File: src/rtl/pci_blue_constants_pkg.sv
// Shared encodings for the pci_blue master sequencer: PCI command codes,
// completion status values and the one-hot master state encoding.
package pci_blue_constants;

    localparam logic [3:0] PCI_CMD_IO_READ   = 4'h2;
    localparam logic [3:0] PCI_CMD_IO_WRITE  = 4'h3;
    localparam logic [3:0] PCI_CMD_MEM_READ  = 4'h6;
    localparam logic [3:0] PCI_CMD_MEM_WRITE = 4'h7;
    localparam logic [3:0] PCI_CMD_CFG_READ  = 4'hA;
    localparam logic [3:0] PCI_CMD_CFG_WRITE = 4'hB;

    typedef enum logic [2:0] {
        ST_OK           = 3'd0,
        ST_RETRY        = 3'd1,
        ST_DISCONNECT   = 3'd2,
        ST_TARGET_ABORT = 3'd3,
        ST_MASTER_ABORT = 3'd4
    } done_status_e;

    typedef enum logic [5:0] {
        S_IDLE    = 6'b000001,
        S_REQ     = 6'b000010,
        S_ADDR    = 6'b000100,
        S_DATA    = 6'b001000,
        S_LAST    = 6'b010000,
        S_TURN_AR = 6'b100000
    } master_state_e;

    // PCI write-type commands all have bit 0 set.
    function automatic logic cmd_is_write(input logic [3:0] code);
        return code[0];
    endfunction

endpackage

File: src/rtl/pci_blue_master_timers.sv
// Latency timer (loaded at the address phase, counts down to 0 and holds)
// and master-abort counter (cleared at the address phase, counts data cycles).
module pci_blue_master_timers #(
    parameter int ABORT_CYCLES = 5,
    parameter int LAT_WIDTH    = 8
) (
    input  logic                 pci_clk,
    input  logic                 pci_reset_comb,
    input  logic                 load_i,
    input  logic                 run_i,
    input  logic [LAT_WIDTH-1:0] lat_value_i,
    output logic                 lat_expired_o,
    output logic                 abort_expired_o
);

    localparam int AW = $clog2(ABORT_CYCLES + 1);
    localparam logic [AW-1:0] AB_LAST = AW'(ABORT_CYCLES - 1);
    localparam logic [AW-1:0] AB_SAT  = AW'(ABORT_CYCLES);

    logic [LAT_WIDTH-1:0] lat_q, lat_d;
    logic [AW-1:0]        ab_q, ab_d;

    always_comb begin
        lat_d = lat_q;
        ab_d  = ab_q;
        if (load_i) begin
            lat_d = lat_value_i;
            ab_d  = '0;
        end else if (run_i) begin
            if (lat_q != '0) begin
                lat_d = lat_q - LAT_WIDTH'(1);
            end
            if (ab_q != AB_SAT) begin
                ab_d = ab_q + AW'(1);
            end
        end
    end

    always_ff @(posedge pci_clk or posedge pci_reset_comb) begin
        if (pci_reset_comb) begin
            lat_q <= '0;
            ab_q  <= '0;
        end else begin
            lat_q <= lat_d;
            ab_q  <= ab_d;
        end
    end

    assign lat_expired_o   = (lat_q == '0);
    // Expiry is flagged in the ABORT_CYCLES-th data cycle after the address phase.
    assign abort_expired_o = (ab_q >= AB_LAST);

endmodule

File: src/rtl/pci_blue_master_seq.sv
// PCI master sequencer: runs one burst command at a time on the bus and
// reports a completion status with the number of words moved.
//
// state   | meaning
// IDLE    | waiting for a command
// REQ     | REQ asserted, waiting for GNT on an idle bus
// ADDR    | address phase: FRAME, address and command driven
// DATA    | data phases with FRAME asserted
// LAST    | final data phase (FRAME released), or IRDY hold after termination
// TURN_AR | bus released, done pulse
module pci_blue_master_seq
    import pci_blue_constants::*;
#(
    parameter int ABORT_CYCLES = 5,
    parameter int LEN_WIDTH    = 5,
    parameter int LAT_WIDTH    = 8
) (
    input  logic                 pci_clk,
    input  logic                 pci_reset_comb,
    input  logic                 cmd_valid,
    output logic                 cmd_ready,
    input  logic [3:0]           cmd_code,
    input  logic [31:0]          cmd_addr,
    input  logic [LEN_WIDTH-1:0] cmd_len,
    input  logic [31:0]          wr_data,
    input  logic [3:0]           wr_byte_en_l,
    input  logic                 wr_valid,
    output logic                 wr_taken,
    output logic [31:0]          rd_data,
    output logic                 rd_strobe,
    output logic                 done,
    output logic [2:0]           done_status,
    output logic [LEN_WIDTH-1:0] done_count,
    output logic                 master_req_out,
    input  logic                 master_gnt_now,
    input  logic                 master_enable,
    input  logic [LAT_WIDTH-1:0] master_latency_value,
    input  logic                 pci_frame_in_prev,
    input  logic                 pci_irdy_in_prev,
    input  logic                 pci_devsel_in_prev,
    input  logic                 pci_trdy_in_prev,
    input  logic                 pci_stop_in_prev,
    input  logic [31:0]          pci_ad_in_prev,
    output logic                 pci_frame_out_next,
    output logic                 pci_irdy_out_next,
    output logic                 pci_frame_out_oe_next,
    output logic                 pci_irdy_out_oe_next,
    output logic                 pci_ad_out_oe_next,
    output logic                 pci_cbe_out_oe_next,
    output logic [31:0]          pci_ad_out_next,
    output logic [3:0]           pci_cbe_l_out_next
);

    localparam logic [LEN_WIDTH-1:0] LEN_ONE = LEN_WIDTH'(1);
    localparam logic [LEN_WIDTH-1:0] LEN_TWO = LEN_WIDTH'(2);

    master_state_e        state_q, state_d;
    done_status_e         status_q, status_d;
    logic [3:0]           cmd_q, cmd_d;
    logic [31:0]          addr_q, addr_d;
    logic [LEN_WIDTH-1:0] rem_q, rem_d;
    logic [LEN_WIDTH-1:0] cnt_q, cnt_d;
    logic                 term_q, term_d;
    logic                 dsel_q, dsel_d;

    logic                 tmr_load, tmr_run, lat_expired, abort_expired;
    logic                 is_wr, irdy_drv, xfer, term_hit;
    done_status_e         term_code;

    pci_blue_master_timers #(
        .ABORT_CYCLES (ABORT_CYCLES),
        .LAT_WIDTH    (LAT_WIDTH)
    ) u_timers (
        .pci_clk         (pci_clk),
        .pci_reset_comb  (pci_reset_comb),
        .load_i          (tmr_load),
        .run_i           (tmr_run),
        .lat_value_i     (master_latency_value),
        .lat_expired_o   (lat_expired),
        .abort_expired_o (abort_expired)
    );

    assign is_wr = cmd_is_write(cmd_q);
    // After a termination IRDY is held for one cycle regardless of write data.
    assign irdy_drv = term_q | ~is_wr | wr_valid;

    always_comb begin
        state_d   = state_q;
        status_d  = status_q;
        cmd_d     = cmd_q;
        addr_d    = addr_q;
        rem_d     = rem_q;
        cnt_d     = cnt_q;
        term_d    = term_q;
        dsel_d    = dsel_q;
        tmr_load  = 1'b0;
        tmr_run   = 1'b0;
        xfer      = 1'b0;
        term_hit  = 1'b0;
        term_code = ST_OK;

        cmd_ready             = 1'b0;
        wr_taken              = 1'b0;
        rd_strobe             = 1'b0;
        done                  = 1'b0;
        master_req_out        = 1'b0;
        pci_frame_out_next    = 1'b0;
        pci_irdy_out_next     = 1'b0;
        pci_frame_out_oe_next = 1'b0;
        pci_irdy_out_oe_next  = 1'b0;
        pci_ad_out_oe_next    = 1'b0;
        pci_cbe_out_oe_next   = 1'b0;
        pci_ad_out_next       = 32'h0;
        pci_cbe_l_out_next    = 4'h0;

        case (state_q)
            S_IDLE: begin
                if (cmd_valid && master_enable && !pci_reset_comb) begin
                    cmd_ready = 1'b1;
                    cmd_d     = cmd_code;
                    addr_d    = cmd_addr;
                    rem_d     = (cmd_len == '0) ? LEN_ONE : cmd_len;
                    cnt_d     = '0;
                    status_d  = ST_OK;
                    term_d    = 1'b0;
                    state_d   = S_REQ;
                end
            end

            S_REQ: begin
                master_req_out = 1'b1;
                if (master_gnt_now && !pci_frame_in_prev && !pci_irdy_in_prev) begin
                    state_d = S_ADDR;
                end
            end

            S_ADDR: begin
                master_req_out        = (rem_q != LEN_ONE);
                pci_frame_out_next    = 1'b1;
                pci_frame_out_oe_next = 1'b1;
                pci_irdy_out_oe_next  = 1'b1;
                pci_ad_out_oe_next    = 1'b1;
                pci_cbe_out_oe_next   = 1'b1;
                pci_ad_out_next       = addr_q;
                pci_cbe_l_out_next    = cmd_q;
                tmr_load              = 1'b1;
                dsel_d                = 1'b0;
                state_d               = (rem_q == LEN_ONE) ? S_LAST : S_DATA;
            end

            S_DATA, S_LAST: begin
                master_req_out        = (state_q == S_DATA);
                pci_frame_out_next    = (state_q == S_DATA);
                pci_frame_out_oe_next = 1'b1;
                pci_irdy_out_oe_next  = 1'b1;
                pci_irdy_out_next     = irdy_drv;
                pci_cbe_out_oe_next   = 1'b1;
                pci_cbe_l_out_next    = is_wr ? wr_byte_en_l : 4'h0;
                pci_ad_out_oe_next    = is_wr;
                pci_ad_out_next       = is_wr ? wr_data : 32'h0;
                if (pci_devsel_in_prev) begin
                    dsel_d = 1'b1;
                end

                if (term_q) begin
                    state_d = S_TURN_AR;
                end else begin
                    tmr_run = 1'b1;
                    xfer    = irdy_drv & pci_trdy_in_prev;
                    if (xfer) begin
                        rem_d     = rem_q - LEN_ONE;
                        cnt_d     = cnt_q + LEN_ONE;
                        wr_taken  = is_wr;
                        rd_strobe = ~is_wr;
                    end

                    if (pci_stop_in_prev && !pci_devsel_in_prev) begin
                        term_hit  = 1'b1;
                        term_code = ST_TARGET_ABORT;
                    end else if (abort_expired && !dsel_q && !pci_devsel_in_prev) begin
                        term_hit  = 1'b1;
                        term_code = ST_MASTER_ABORT;
                    end else if (pci_stop_in_prev && !pci_trdy_in_prev) begin
                        term_hit  = 1'b1;
                        term_code = (cnt_q == '0) ? ST_RETRY : ST_DISCONNECT;
                    end else if (pci_stop_in_prev) begin
                        term_hit  = 1'b1;
                        term_code = ST_DISCONNECT;
                    end

                    if (term_hit) begin
                        status_d = term_code;
                        if (state_q == S_DATA) begin
                            state_d = S_LAST;
                            term_d  = 1'b1;
                        end else begin
                            state_d = S_TURN_AR;
                        end
                    end else if (xfer && (state_q == S_LAST || rem_q == LEN_ONE)) begin
                        status_d = ST_OK;
                        state_d  = S_TURN_AR;
                    end else if (state_q == S_DATA &&
                                 ((xfer && rem_q == LEN_TWO) ||
                                  (lat_expired && !master_gnt_now))) begin
                        state_d = S_LAST;
                    end
                end
            end

            S_TURN_AR: begin
                done    = 1'b1;
                state_d = S_IDLE;
            end

            default: begin
                state_d = S_IDLE;
            end
        endcase
    end

    always_ff @(posedge pci_clk or posedge pci_reset_comb) begin
        if (pci_reset_comb) begin
            state_q  <= S_IDLE;
            status_q <= ST_OK;
            cmd_q    <= 4'h0;
            addr_q   <= 32'h0;
            rem_q    <= '0;
            cnt_q    <= '0;
            term_q   <= 1'b0;
            dsel_q   <= 1'b0;
        end else begin
            state_q  <= state_d;
            status_q <= status_d;
            cmd_q    <= cmd_d;
            addr_q   <= addr_d;
            rem_q    <= rem_d;
            cnt_q    <= cnt_d;
            term_q   <= term_d;
            dsel_q   <= dsel_d;
        end
    end

    assign rd_data     = rd_strobe ? pci_ad_in_prev : 32'h0;
    assign done_status = done ? status_q : 3'd0;
    assign done_count  = done ? cnt_q : '0;

endmodule

File: config.mk
export PLATFORM = sky130hd
export DESIGN_NAME = pci_blue_master_seq
export DESIGN_NICKNAME = d
export VERILOG_FILES = /design/src/rtl/pci_blue_constants_pkg.sv /design/src/rtl/pci_blue_master_timers.sv /design/src/rtl/pci_blue_master_seq.sv
export SDC_FILE = /design/constraint.sdc
export NUM_CORES = 1
export LEC_CHECK = 0
export CORE_UTILIZATION = 40
export DETAILED_ROUTE_END_ITERATION = 6
export GPL_TIMING_DRIVEN = 0
export MAX_ROUTING_LAYER = met4
export PLACE_DENSITY = 0.82
export SYNTH_ARGS = -nofsm -noshare
export SYNTH_HDL_FRONTEND = slang
export SYNTH_SLANG_ARGS = --single-unit
File: constraint.sdc
create_clock -name pci_clk -period 3.1 [get_ports pci_clk]
set_clock_uncertainty 0.15 [all_clocks]
set_input_delay 0.62 -clock pci_clk [delete_from_list [all_inputs] [get_ports pci_clk]]
set_output_delay 0.62 -clock pci_clk [all_outputs]
set_load 0.01 [all_outputs]
; After elaboration in Yosys (flattened, before gate mapping)
; Cells that the tools add are included.
[op_classes]
add_sub_neg = 4
n_lt_le_gt_ge = 1
eq_ne = 17
n_mux = 71
bitwise_logic = 4
n_reduce_logical = 40
[op_table]
columns = cell, count
row1 = 32-bit 2-to-1 mux, 2
row2 = 32-bit one-hot mux with 2 select lines, 1
row3 = 5-bit 2-to-1 mux, 9
row4 = 6-bit 2-to-1 mux, 7
row5 = 3-bit 2-to-1 mux, 10
row6 = 1-bit 2-to-1 mux, 25
row7 = 8-bit 2-to-1 mux, 3
row8 = 6-bit one-hot mux with 4 select lines, 1
row9 = 5-bit one-hot mux with 2 select lines, 2
row10 = 1-bit logical AND, 12
row11 = 5-bit zero test, 2
row12 = "2-bit != test, second input constant", 5
row13 = 2-bit AND reduction, 5
row14 = 2-bit nonzero test, 5
row15 = 8-bit zero test, 1
row16 = 1-bit one-hot mux with 2 select lines, 4
row17 = 4-bit one-hot mux with 2 select lines, 1
row18 = 4-bit AND reduction, 2
row19 = 8-bit nonzero test, 1
row20 = "8-bit by 1-bit subtractor with 8-bit output, second input constant", 1
row21 = 1-bit zero test, 7
row22 = "6-bit by 1-bit == test with 1-bit output, second input constant", 1
row23 = "6-bit by 2-bit == test with 1-bit output, second input constant", 1
row24 = "6-bit by 3-bit == test with 1-bit output, second input constant", 1
row25 = 23 further kinds, 28
[totals]
register_bits = 68
input_bits = 128
output_inout_bits = 87
wordCells = 147

; Longest topological paths before layout
; Gate-level depths: netlist of run 1.
[logic_depth]
ltp_word = 12
depth_mapped = 7
mapped_depth_nobuf = 7

; Hierarchy
; A second synthesis of run 1 with hierarchy kept.
[unflattened]
cells_unflattened = 402
area_unflattened_um2 = 4012.6
[modules_own_cells]
columns = module, n_inst, cells_each, area_each_um2, seq_area_each_um2
row1 = pci_blue_master_seq, 1, 322, 3293.2, 1427.6
row2 = pci_blue_master_timers, 1, 80, 719.4, 275.3

; Worst setup path before layout of run 1
; OpenSTA, ideal clock, no wires.
[synth_timing]
path_type = register to output
start = register state_q[2]
end = output port rd_data[10]
arrival_time_ps = 1940
required_ps = 2330
path_slack_ps = 390
path_stages_with_launch = 8
path_buffers = 3
path_cell_list = dfrtp_1 buf_2 or4_4 nor3_4 buf_6 and3b_1 clkbuf_1 and2_1
[synth_via]
elab_chain_cells = 4
word_cells_on_any_way = 5
cone_classes = eq/ne: 2 / mux: 2 / reduce/logical: 1
[synth_rtl]
columns = item, line
row1 = start: declaration, pci_blue_master_seq.sv:57  ; master_state_e state_q, state_d;
row2 = start signal: assignment, pci_blue_master_seq.sv:232  ; state_q <= state_d;
row3 = 6-bit by 4-bit == test with 1-bit output or 6-bit by 5-bit == test with 1-bit output (tied branches), pci_blue_master_seq.sv:116  ; case (state_q)
row4 = 2-bit OR reduction *, pci_blue_master_seq.sv:116
row5 = 1-bit 2-to-1 mux *, pci_blue_master_seq.sv:116
row6 = 32-bit 2-to-1 mux *, pci_blue_master_seq.sv:243  ; assign rd_data = rd_strobe ? pci_ad_in_prev : 32'h0;
row7 = end: declaration, pci_blue_master_seq.sv:29  ; output logic [31:0] rd_data,
; Every way passes the cells marked *; elsewhere a longest branch is shown, timed or not.

; Final worst setup path of run 1
[layout_timing]
start = register state_q[5]
end = output port rd_data[0]
; Same word-level chain as after synthesis.

==> results.md, run 1 <==
* Core ar. at 0.00973 mm2
* Pwr Density at 479 mW/mm2
* VDD IR max at 0.394 mV
* Most used DFF post-synth: dfrtp_1
* Worst skew pair latency at 0.35 ns
* CTS Buf Count at 9
* Async set-reset flop share out of synthesis at 1.00
* Port bufs at 214
* Clock tree buffer depth at 2
* Final Setup Violations at 29
* Sequential area share after synthesis at 0.427
* Largest net degree at the start of global routing at 69
* Count leader, synth: dfrtp_1
* Fillers at 734
* Post-DP HPWL at 10.0 mm
* Syn Area/Cell at 10.1 um2
* Worst path arrival time at 2.38 ns
* Post-DP Area at 0.00630 mm2
* Final Non-Filler Cells at 784
* Synth top area share at 0.421
* Die H at 102 um
* First-pass GRT wire length at 21.5 mm
* Flop and latch count out of synthesis at 68
* Slew headroom at 0.420
* # rows at 36
* Area grow syn2layout at 73.1%
* Yosys Warn Count at 0
* Initial antenna violation count at 0
* Worst setup SP type: register
* Post-route cell area at 0.00690 mm2
* Number of max-cap violations at 0
* Synthesized net count at 531
* DR WL/cell at 18.3 um
* Worst Setup End Kind: output port
* Fin Setup TNS at -0.771 ns
* Post-route ant nets at 0
* Placed cells at 741
* Synthesized area at 0.00399 mm2
* Post-Place Worst Slack at -0.602 ns
* Slew at the pin closest to its max-slew limit at 0.870 ns
* Synthesized instance count at 394
* Total power at 3.30 mW
* DRT Pass-1 Iters at 4
* Root buffer cell: clkbuf_8
* Initial drt markers at 169
* Crit path required time at 2.33 ns
* Unrepaired setup endpoints after global routing: yes
* Status: finished, violations left
* DRC at 0
* Final hold vios at 0
* Setup ws final at -0.0493 ns
* Reg clk slew, reported paths at 0.08 ns
* GRT Overall Usage at 0.286
* Post-synth EDFFs at 0
* CTS tree: built
* Critical path peak fanout at 4
* Top post-synthesis cells by count: dfrtp_1, mux2_2, and2_1
* Cell taking the most area after synthesis: dfrtp_1
* Final WL at 14.3 mm
* Final core occ at 0.709
* Violated checks: negative setup slack
* Die Span X at 102 um
* Number of global-route vias before repair at 4,324
* Setup CP Type: reg -> out
* Fraction of layout cells with a size suffix above 1 at 0.364
* Tmin final at 3.15 ns
* Distinct cells, synth at 53
* CTS H-tree lvls at 3
* Top-Level Pins at 215
* Hold-fix buffer count after cts at 0
* Clock sinks at 68
* Worst hold path type: reg -> reg
* Slew Limit Fails at 0
* Largest cells by area after synthesis: dfrtp_1, mux2_2, a22o_1, and2_1, o21ai_0
* Final RePlAce weighted congestion at 0.894
* Floorplan die area at 0.0104 mm2
* Fmax at 0.318 GHz
* Worst Hold Margin at 0.366 ns
* Initial Util at 0.410
* Tcrit/Tclk final at 1.02
* Nets@finish at 783
* Routed vias at 4,173
* Vias per Instance at 5.32
* Global route overflow at 0
* LEAKAGE at 3.10 nW
* Inserted Diodes at 0
==> placed cells by master (no fill, tap or decap), types with 10 or more instances in the layout <==
| master | n |
|---|---|
| mux2_2 | 42 |
| clkdlybuf4s50_1 | 136 |
| and2_4 | 29 |
| buf_6 | 46 |
| clkbuf_8 | 10 |
| inv_1 | 15 |
| nand2_1 | 21 |
| o21ai_0 | 23 |
| buf_4 | 20 |
| nor2_1 | 15 |
| buf_2 | 39 |
| a21oi_1 | 11 |
| a22o_1 | 36 |
| dfrtp_1 | 64 |
==> sequential cells by signal, summed over array words and instances (netlist names), 3 cells and up <==
signal and count:
addr_q 32, cmd_q 4, cnt_q 5, rem_q 5
state_q 6, status_q 3, u_timers.ab_q 3, u_timers.lat_q 8
==> where the power goes <==
group          total [mW]  internal (mW)  switching (mW)
registers            1.50           1.24           0.266
logic               0.977          0.557           0.419
clock network       0.825          0.453           0.372
==> path summary, 6_finish.rpt <==
check                          startpoint    endpoint  slack, ns  cells after the start
min in group asynchronous  pci_reset_comb  addr_q[15]       0.68                      2
max reg2reg                    state_q[5]    cnt_q[4]       0.48                      9
max                            state_q[5]  rd_data[0]      -0.05                      6
min reg2reg                    addr_q[10]  addr_q[10]       0.37                      1
max in group asynchronous  pci_reset_comb  state_q[5]       1.53                      2
min                            addr_q[10]  addr_q[10]       0.37                      1
==> metal layers <==
metal,vias to the layer above,part of all wire,global-route usage
li1,1930,-,-
met4,0,0.024,0.112
met3,24,0.081,0.0752
met5,-,0,-
met2,206,0.52,0.518
met1,2013,0.38,0.293
==> worst max-delay path, cell delays in order, from the launching register on <==
cell and delay, ns:
dfrtp_2 0.41, or4_4 0.59, nor3_4 0.23, and3b_2 0.31
buf_4 0.14, and2_1 0.12, clkdlybuf4s15_2 0.22
==> cells by family after synthesis <==
family,share of synthesized area
AOI/OAI and AO/OA,0.155
adders and majority gates,0.0283
DFF,0.427
buffers and inverters,0.0484
muxes,0.121
xor gates and xnor gates,0.0132
and+or+nand+nor,0.207
==> what timing repair did <==
item                                    4_1_cts  5_1_grt
gates cloned                                  5        0
setup buffers                                28        6
endpoints found under the setup margin       83       78
pin swaps                                    35       13
gates resized for setup                     369       51
hold endpoints to repair                      0        0
==> final cells by class <==
class	instances	area [um2]	share of cell area
Sequential cell	68	1710	0.247
Timing Repair Buffer	248	2360	0.342
Inverter	16	62.6	0.00907
Clock inverter	6	88.8	0.0129
Clock buffer	10	128	0.0185
Multi-Input combinational cell	283	2220	0.322
Tap cell	133	166	0.0241
Buffer	20	165	0.0239
No activity file was read; power rests on OpenSTA's default activity.
==> run 2: changes to the inputs <==
--- a/config.mk
+++ b/config.mk
@@ -5,6 +5,7 @@
 export SDC_FILE = /design/constraint.sdc
 export NUM_CORES = 1
 export LEC_CHECK = 0
+export CORE_ASPECT_RATIO = 2
 export CORE_UTILIZATION = 40
 export DETAILED_ROUTE_END_ITERATION = 6
 export GPL_TIMING_DRIVEN = 0
==> run 2 against run 1 <==
Against the previous run: the run still ends with negative setup slack left; die area up 0.23%; critical path type unchanged; flip-flop and latch count unchanged; routed wire length up 4.3%.
==> results.md, run 2 (synthesis results as in run 1) <==
* Setup CP Type: reg -> out (unchanged)
* DR WL/cell at 19.0 um (was 18.3 um)
* Biggest register: addr_q (unchanged)
* Tmin final at 3.19 ns (was 3.15 ns)
* Placed cells at 740 (was 741)
* Initial drt markers at 319 (was 169)
* Slew headroom at 0.426 (was 0.420)
* Largest net degree at the start of global routing at 69 (unchanged)
* Slew at the pin closest to its max-slew limit at 0.861 ns (was 0.870 ns)
* Worst skew pair latency at 0.33 ns (was 0.35 ns)
* Final hold vios at 0 (unchanged)
* Clock tree buffer depth at 2 (unchanged)
* Most frequent cells in the layout: clkdlybuf4s50_1, dfrtp_1, buf_2 (was clkdlybuf4s50_1, dfrtp_1, buf_6)
* Critical path peak fanout at 5 (was 4)
* Top-Level Pins at 215 (unchanged)
* Vias per Instance at 5.50 (was 5.32)
* DRC at 0 (unchanged)
* Net Sw Frac at 0.305 (was 0.320)
* Commonest non-fill, non-tap cell in the layout: clkdlybuf4s50_1 (unchanged)
* Initial Util at 0.411 (was 0.410)
* Crit path required time at 2.33 ns (about the same)
* Die H at 143 um (was 102 um)
* Tcrit/Tclk final at 1.03 (was 1.02)
* CP peak stage delay at 0.59 ns (about the same)
* Number of max-cap violations at 0 (unchanged)
* Worst setup SP type: register (unchanged)
* Post-Place Worst Slack at -0.638 ns (was -0.602 ns)
* Pwr Density at 504 mW/mm2 (was 479 mW/mm2)
* Core ar. at 0.00970 mm2 (was 0.00973 mm2)
* Port bufs at 214 (unchanged)
* VDD IR max at 0.376 mV (was 0.394 mV)
* M2 GR Usage at 0.557 (was 0.518)
* Inserted Diodes at 0 (unchanged)
* Post-route ant nets at 0 (unchanged)
* # rows at 51 (was 36)
* Sw power at 1.08 mW (was 1.06 mW)
* Fraction of layout cells with a size suffix above 1 at 0.368 (was 0.364)
* Die Span X at 72.6 um (was 102 um)
* Cell mode on critical path: buf_6
* Global Route met3 Usage at 0.0572 (was 0.0752)
* Final WL at 14.9 mm (was 14.3 mm)
* CP max-delay cell: or4_4 (unchanged)
* Unrepaired setup endpoints after global routing: yes (unchanged)
* First-pass GRT wire length at 21.9 mm (was 21.5 mm)
* Final core occ at 0.724 (was 0.709)
* Root buffer cell: clkbuf_16 (was clkbuf_8)
* Floorplan die area at 0.0104 mm2 (about the same)
* Reg power frac at 0.428 (was 0.455)
* Final Non-Filler Cells at 787 (was 784)
* Routed vias at 4,327 (was 4,173)
* Global route overflow at 0 (unchanged)
* Nets@finish at 788 (was 783)
* Hold-fix buffer count after cts at 0 (unchanged)
* Clock power share at 0.284 (was 0.250)
* Combinational power share at 0.288 (was 0.296)
* Met1 usage in global routing at 0.252 (was 0.293)
* Reg clk slew, reported paths at 0.06 ns (was 0.08 ns)
* Max FFs per register at 32 (unchanged)
* CTS Buf Count at 9 (unchanged)
* WP buf/inv at 4 (was 2)
* Worst hold path type: reg -> reg (unchanged)
* Worst Hold Margin at 0.350 ns (was 0.366 ns)
* Final RePlAce weighted congestion at 0.887 (was 0.894)
* Post-DP HPWL at 10.6 mm (was 10.0 mm)
* Crit path cell chain: or4_4 > nor3_4 > buf_6 > and3b_2 > buf_4 > buf_6 > and2_1 > buf_2 (was or4_4 > nor3_4 > and3b_2 > buf_4 > and2_1 > clkdlybuf4s15_2)
* Worst Setup End Kind: output port (unchanged)
* Setup ws final at -0.0862 ns (was -0.0493 ns)
* Int Power at 2.46 mW (was 2.25 mW)
* Initial antenna violation count at 0 (unchanged)
* LEAKAGE at 3.18 nW (was 3.10 nW)
* Clock sinks at 68 (unchanged)
* Global routing's busiest layer: met2 (unchanged)
* Final Setup Violations at 52 (was 29)
* Status: finished, violations left (unchanged)
* Number of global-route vias before repair at 4,430 (was 4,324)
* Area grow syn2layout at 76.1% (was 73.1%)
* CTS tree: built (unchanged)
* Cell family with most CP delay: simple AND/OR/NAND/NOR gates (unchanged)
* Worst path arrival time at 2.42 ns (was 2.38 ns)
* GRT Overall Usage at 0.293 (was 0.286)
* Violated checks: negative setup slack (unchanged)
* Slew Limit Fails at 0 (unchanged)
* DRT Pass-1 Iters at 4 (unchanged)
* Fmax at 0.314 GHz (was 0.318 GHz)
* CTS H-tree lvls at 3 (unchanged)
* Leading registers by flop count: addr_q: 32 flops, u_timers.lat_q: 8 flops, state_q: 6 flops (unchanged)
## run 2: worst reg2reg max path, cell delays in order, from the launching register on
cell and delay [ns]:
dfrtp_2 0.43, or4_4 0.60, buf_12 0.15, nor2_4 0.08
buf_4 0.13, buf_4 0.11, o21ai_0 0.07, o211ai_1 0.44
mux2_2 0.39
## run 2: worst paths after layout
kind,startpoint,endpoint,slack (ns),depth (start not counted)
setup / recovery,state_q[5],rd_data[30],-0.09,8
min in group asynchronous,pci_reset_comb,state_q[1],0.69,2
hold reg to reg,status_q[2],status_q[2],0.35,1
setup reg to reg,state_q[5],status_q[1],0.42,8
max in group asynchronous,pci_reset_comb,state_q[5],1.50,2
hold / removal,status_q[2],status_q[2],0.35,1
## run 2: routing by layer
layer	wire length, um	share of wire	up-vias
li1	-	-	1944
met5	0	0	-
met2	8570	0.57	251
met1	4600	0.31	2077
met4	821	0.055	0
met3	932	0.062	55
## run 2: power by group through the flow
stage | clock network (mW) | registers, mW | logic (mW)
2_1_floorplan | 0 | 1.42 | 0.610
3_3_place_gp | 0 | 1.49 | 0.900
3_5_place_dp | 0 | 1.51 | 0.943
4_1_cts | 1.02 | 1.51 | 0.993
5_1_grt | 1.05 | 1.56 | 1.12
6_report | 1.01 | 1.52 | 1.02
## run 2: final cells by class
class	instances	area, um2
plain buffers	22	196
clock buffers	10	239
clock inverters	5	52.6
fillers	727	2680
inverters	16	62.6
multi-input cells	283	2220
flip-flops and latches	68	1710
well taps	132	165
repair buffers	251	2370
## run 2: through the flow
| step | instance area (um2) | power (mW) | setup TNS (ns) |
|---|---|---|---|
| 2_1_floorplan | 3990 | 2.03 | 0 |
| 3_3_place_gp | 6290 | 2.39 | -68.01 |
| 3_5_place_dp | 6290 | 2.46 | -27.91 |
| 4_1_cts | 6880 | 3.52 | -6.80 |
| 5_1_grt | 7020 | 3.72 | -5.51 |
| 6_report | 7020 | 3.54 | -2.42 |
## run 2: timing repair
| item | 4_1_cts | 5_1_grt |
|---|---|---|
| cloned | 7 | 0 |
| pin swaps | 28 | 11 |
| resized for setup | 374 | 38 |
| setup buffers | 21 | 13 |
| endpoints found under the hold margin | 0 | 0 |
| endpoints found under the setup margin | 81 | 80 |
==> run 3: changes to the inputs <==
--- a/config.mk
+++ b/config.mk
@@ -6,11 +6,11 @@
 export NUM_CORES = 1
 export LEC_CHECK = 0
 export CORE_ASPECT_RATIO = 2
-export CORE_UTILIZATION = 40
+export CORE_UTILIZATION = 36
 export DETAILED_ROUTE_END_ITERATION = 6
 export GPL_TIMING_DRIVEN = 0
 export MAX_ROUTING_LAYER = met4
-export PLACE_DENSITY = 0.82
+export PLACE_DENSITY = 0.78
 export SYNTH_ARGS = -nofsm -noshare
 export SYNTH_HDL_FRONTEND = slang
 export SYNTH_SLANG_ARGS = --single-unit
==> constraint.sdc (replaced) <==
create_clock -name pci_clk -period 2.58 [get_ports pci_clk]
set_clock_uncertainty 0.15 [all_clocks]
set_input_delay 0.516 -clock pci_clk [delete_from_list [all_inputs] [get_ports pci_clk]]
set_output_delay 0.516 -clock pci_clk [all_outputs]
set_load 0.01 [all_outputs]
==> run 3 against run 2 <==
Against the previous run: the run still ends with negative setup slack left; first-iteration DRC count down 2.5%; sequential power rose by 20%; utilization shrank 5.5 points; routed wire length rose by 4.8%; worst setup slack lost 0.47 ns; non-clock buffer count is 17 higher; sequential share of layout area shrank 0.68 points; largest cell class unchanged; largest power group unchanged.
==> results.md, run 3 (synthesis results as in run 1) <==
* Status: finished, violations left (unchanged)
* Violated checks: negative setup slack (unchanged)
* Leading registers by flop count: addr_q: 32 flops, u_timers.lat_q: 8 flops, state_q: 6 flops (unchanged)
* First-pass GRT wire length at 23.0 mm (was 21.9 mm)
* Reg clk slew, reported paths at 0.06 ns (about the same)
* CTS tree: built (unchanged)
* Port bufs at 214 (unchanged)
* Setup CP Type: reg -> out (unchanged)
* Floorplan die area at 0.0115 mm2 (was 0.0104 mm2)
* Tmin final at 3.13 ns
* Global route overflow at 0 (unchanged)
* Slew Limit Fails at 0 (unchanged)
* Clock tree buffer depth at 2 (unchanged)
* Initial drt markers at 311 (was 319)
* Placed cells at 748 (was 740)
* Clock sinks at 68 (unchanged)
* Final Setup Violations at 97 (was 52)
* Worst Hold Margin at 0.357 ns (was 0.350 ns)
* Cell family with most CP delay: simple AND/OR/NAND/NOR gates (unchanged)
* Critical path peak fanout at 5 (unchanged)
* Worst skew pair latency at 0.34 ns (was 0.33 ns)
* Largest net degree at the start of global routing at 69 (unchanged)
* Die H at 151 um (was 143 um)
* Critical path depth at 10 (was 8)
* Biggest register: addr_q (unchanged)
* Core ar. at 0.0108 mm2 (was 0.00970 mm2)
* Top-Level Pins at 215 (unchanged)
* Most frequent cells in the layout: clkdlybuf4s50_1, dfrtp_1, buf_2 (unchanged)
* Pwr Density at 629 mW/mm2 (was 504 mW/mm2)
* Cell mode on critical path: buf_6 (unchanged)
* Max FFs per register at 32 (unchanged)
* Worst setup SP type: register (unchanged)
* Crit path required time at 1.91 ns (was 2.33 ns)
* DRT Pass-1 Iters at 4 (unchanged)
* Crit path cell chain: buf_6 > or4_4 > nor3_4 > buf_6 > and3b_2 > buf_6 > buf_6 > buf_8 > and2_4 > buf_6 (was or4_4 > nor3_4 > buf_6 > and3b_2 > buf_4 > buf_6 > and2_1 > buf_2)
* Total power at 4.55 mW (was 3.54 mW)
* Initial Util at 0.369 (was 0.411)
* Unrepaired setup endpoints after global routing: yes (unchanged)
* Tcrit/Tclk final at 1.21
* Worst path arrival time at 2.47 ns (was 2.42 ns)
* Hold-fix buffer count after cts at 0 (unchanged)
* Initial antenna violation count at 0 (unchanged)
* Post-route ant nets at 0 (unchanged)
* Fmax at 0.319 GHz
* Final RePlAce weighted congestion at 0.939 (was 0.887)
* Post-DP HPWL at 10.7 mm (was 10.6 mm)
* Setup ws final at -0.552 ns (was -0.0862 ns)
* CP max-delay cell: or4_4 (unchanged)
* Final hold vios at 0 (unchanged)
* DRC at 0 (unchanged)
* Commonest non-fill, non-tap cell in the layout: clkdlybuf4s50_1 (unchanged)
* Worst Setup End Kind: output port (unchanged)
* LEAKAGE at 3.28 nW (was 3.18 nW)
* Root buffer cell: clkbuf_16 (unchanged)
* CTS Buf Count at 9 (unchanged)
* R2r worst-path depth at 7 (was 8)
* Nets@finish at 805 (was 788)
* Worst hold path type: in -> async (was reg -> reg)
* Slew at the pin closest to its max-slew limit at 0.856 ns (was 0.861 ns)
* Area grow syn2layout at 81.3% (was 76.1%)
* Post-DP Area at 0.00630 mm2 (was 0.00629 mm2)
* VDD IR max at 0.433 mV (was 0.376 mV)
* Routed vias at 4,406 (was 4,327)
* DR WL/cell at 19.2 um (was 19.0 um)
* Number of max-cap violations at 0 (unchanged)
* Final Non-Filler Cells at 813 (was 787)
* Number of global-route vias before repair at 4,600 (was 4,430)
* Slew headroom at 0.429 (was 0.426)
* CTS H-tree lvls at 3 (unchanged)
* WP buf/inv at 6 (was 4)
* CP peak stage delay at 0.52 ns (was 0.59 ns)
* Die Span X at 76.4 um (was 72.6 um)
* Post-route cell area at 0.00722 mm2 (was 0.00702 mm2)
* Final WL at 15.6 mm (was 14.9 mm)
* Vias per Instance at 5.42 (was 5.50)
* GRT Overall Usage at 0.270 (was 0.293)
* Inserted Diodes at 0 (unchanged)
* Fraction of layout cells with a size suffix above 1 at 0.401 (was 0.368)
* # rows at 54 (was 51)
==> run 3: changes by cell type in the layout (fill, tap and decap cells not counted), moves of 4 or more <==
cell / previous run / this run
buf_4: 26 / 30
buf_2: 45 / 57
clkdlybuf4s50_1: 137 / 126
and2_1: 9 / 19
nor4_1: 8 / 4
buf_6: 38 / 51
nor4_2: 1 / 5
and2_4: 29 / 19
==> run 3: what timing repair did <==
item                       CTS  global route
cloned                       5             1
gates resized for setup    436            46
setup buffers               38            17
pin swaps                   27            19
setup endpoints to repair  129           127
==> run 3: stage by stage <==
step            util  setup WS (ns)  setup TNS, ns
2_1_floorplan      -        -0.0261         -0.528
3_3_place_gp   0.583          -1.04        -143.35
3_5_place_dp   0.583          -1.01         -81.94
4_1_cts        0.657         -0.601         -36.66
5_1_grt        0.668         -0.608         -43.69
6_report       0.668         -0.552         -36.07
==> run 3: layer usage <==
| layer | global-route usage | part of all wire | wire (um) | up-vias |
|---|---|---|---|---|
| met1 | 0.231 | 0.31 | 4840 | 2114 |
| li1 | - | - | - | 1978 |
| met4 | 0.168 | 0.052 | 815 | 0 |
| met3 | 0.0500 | 0.062 | 964 | 62 |
| met2 | 0.530 | 0.58 | 9020 | 252 |
| met5 | - | 0 | 0 | - |
==> run 3: power breakdown <==
| group | internal (mW) | leakage, nW | switching (mW) |
|---|---|---|---|
| Clock | 0.970 | 0.169 | 0.474 |
| Combinational | 0.727 | 2.29 | 0.551 |
| Sequential | 1.49 | 0.823 | 0.335 |
==> run 3: final timing paths <==
path | slack [ns] | end | from
max in group asynchronous | 1.31 | state_q[5] | pci_reset_comb
hold / removal | 0.36 | u_timers.lat_q[1] | pci_reset_comb
setup / recovery | -0.55 | rd_data[21] | state_q[2]
hold reg to reg | 0.36 | status_q[0] | status_q[0]
min in group pci_clk | 0.36 | status_q[0] | status_q[0]
setup reg to reg | -0.18 | state_q[4] | state_q[2]
==> run 3: cell type report <==
cell class              instances  area (um2)
plain buffers                  21         185
clock buffers                  10         239
repair buffers                269        2460
well taps                     140         175
inverters                      16        62.6
flip-flops and latches         68        1710
clock inverters                 6         111
fillers                       869        3590
multi-input cells             283        2290
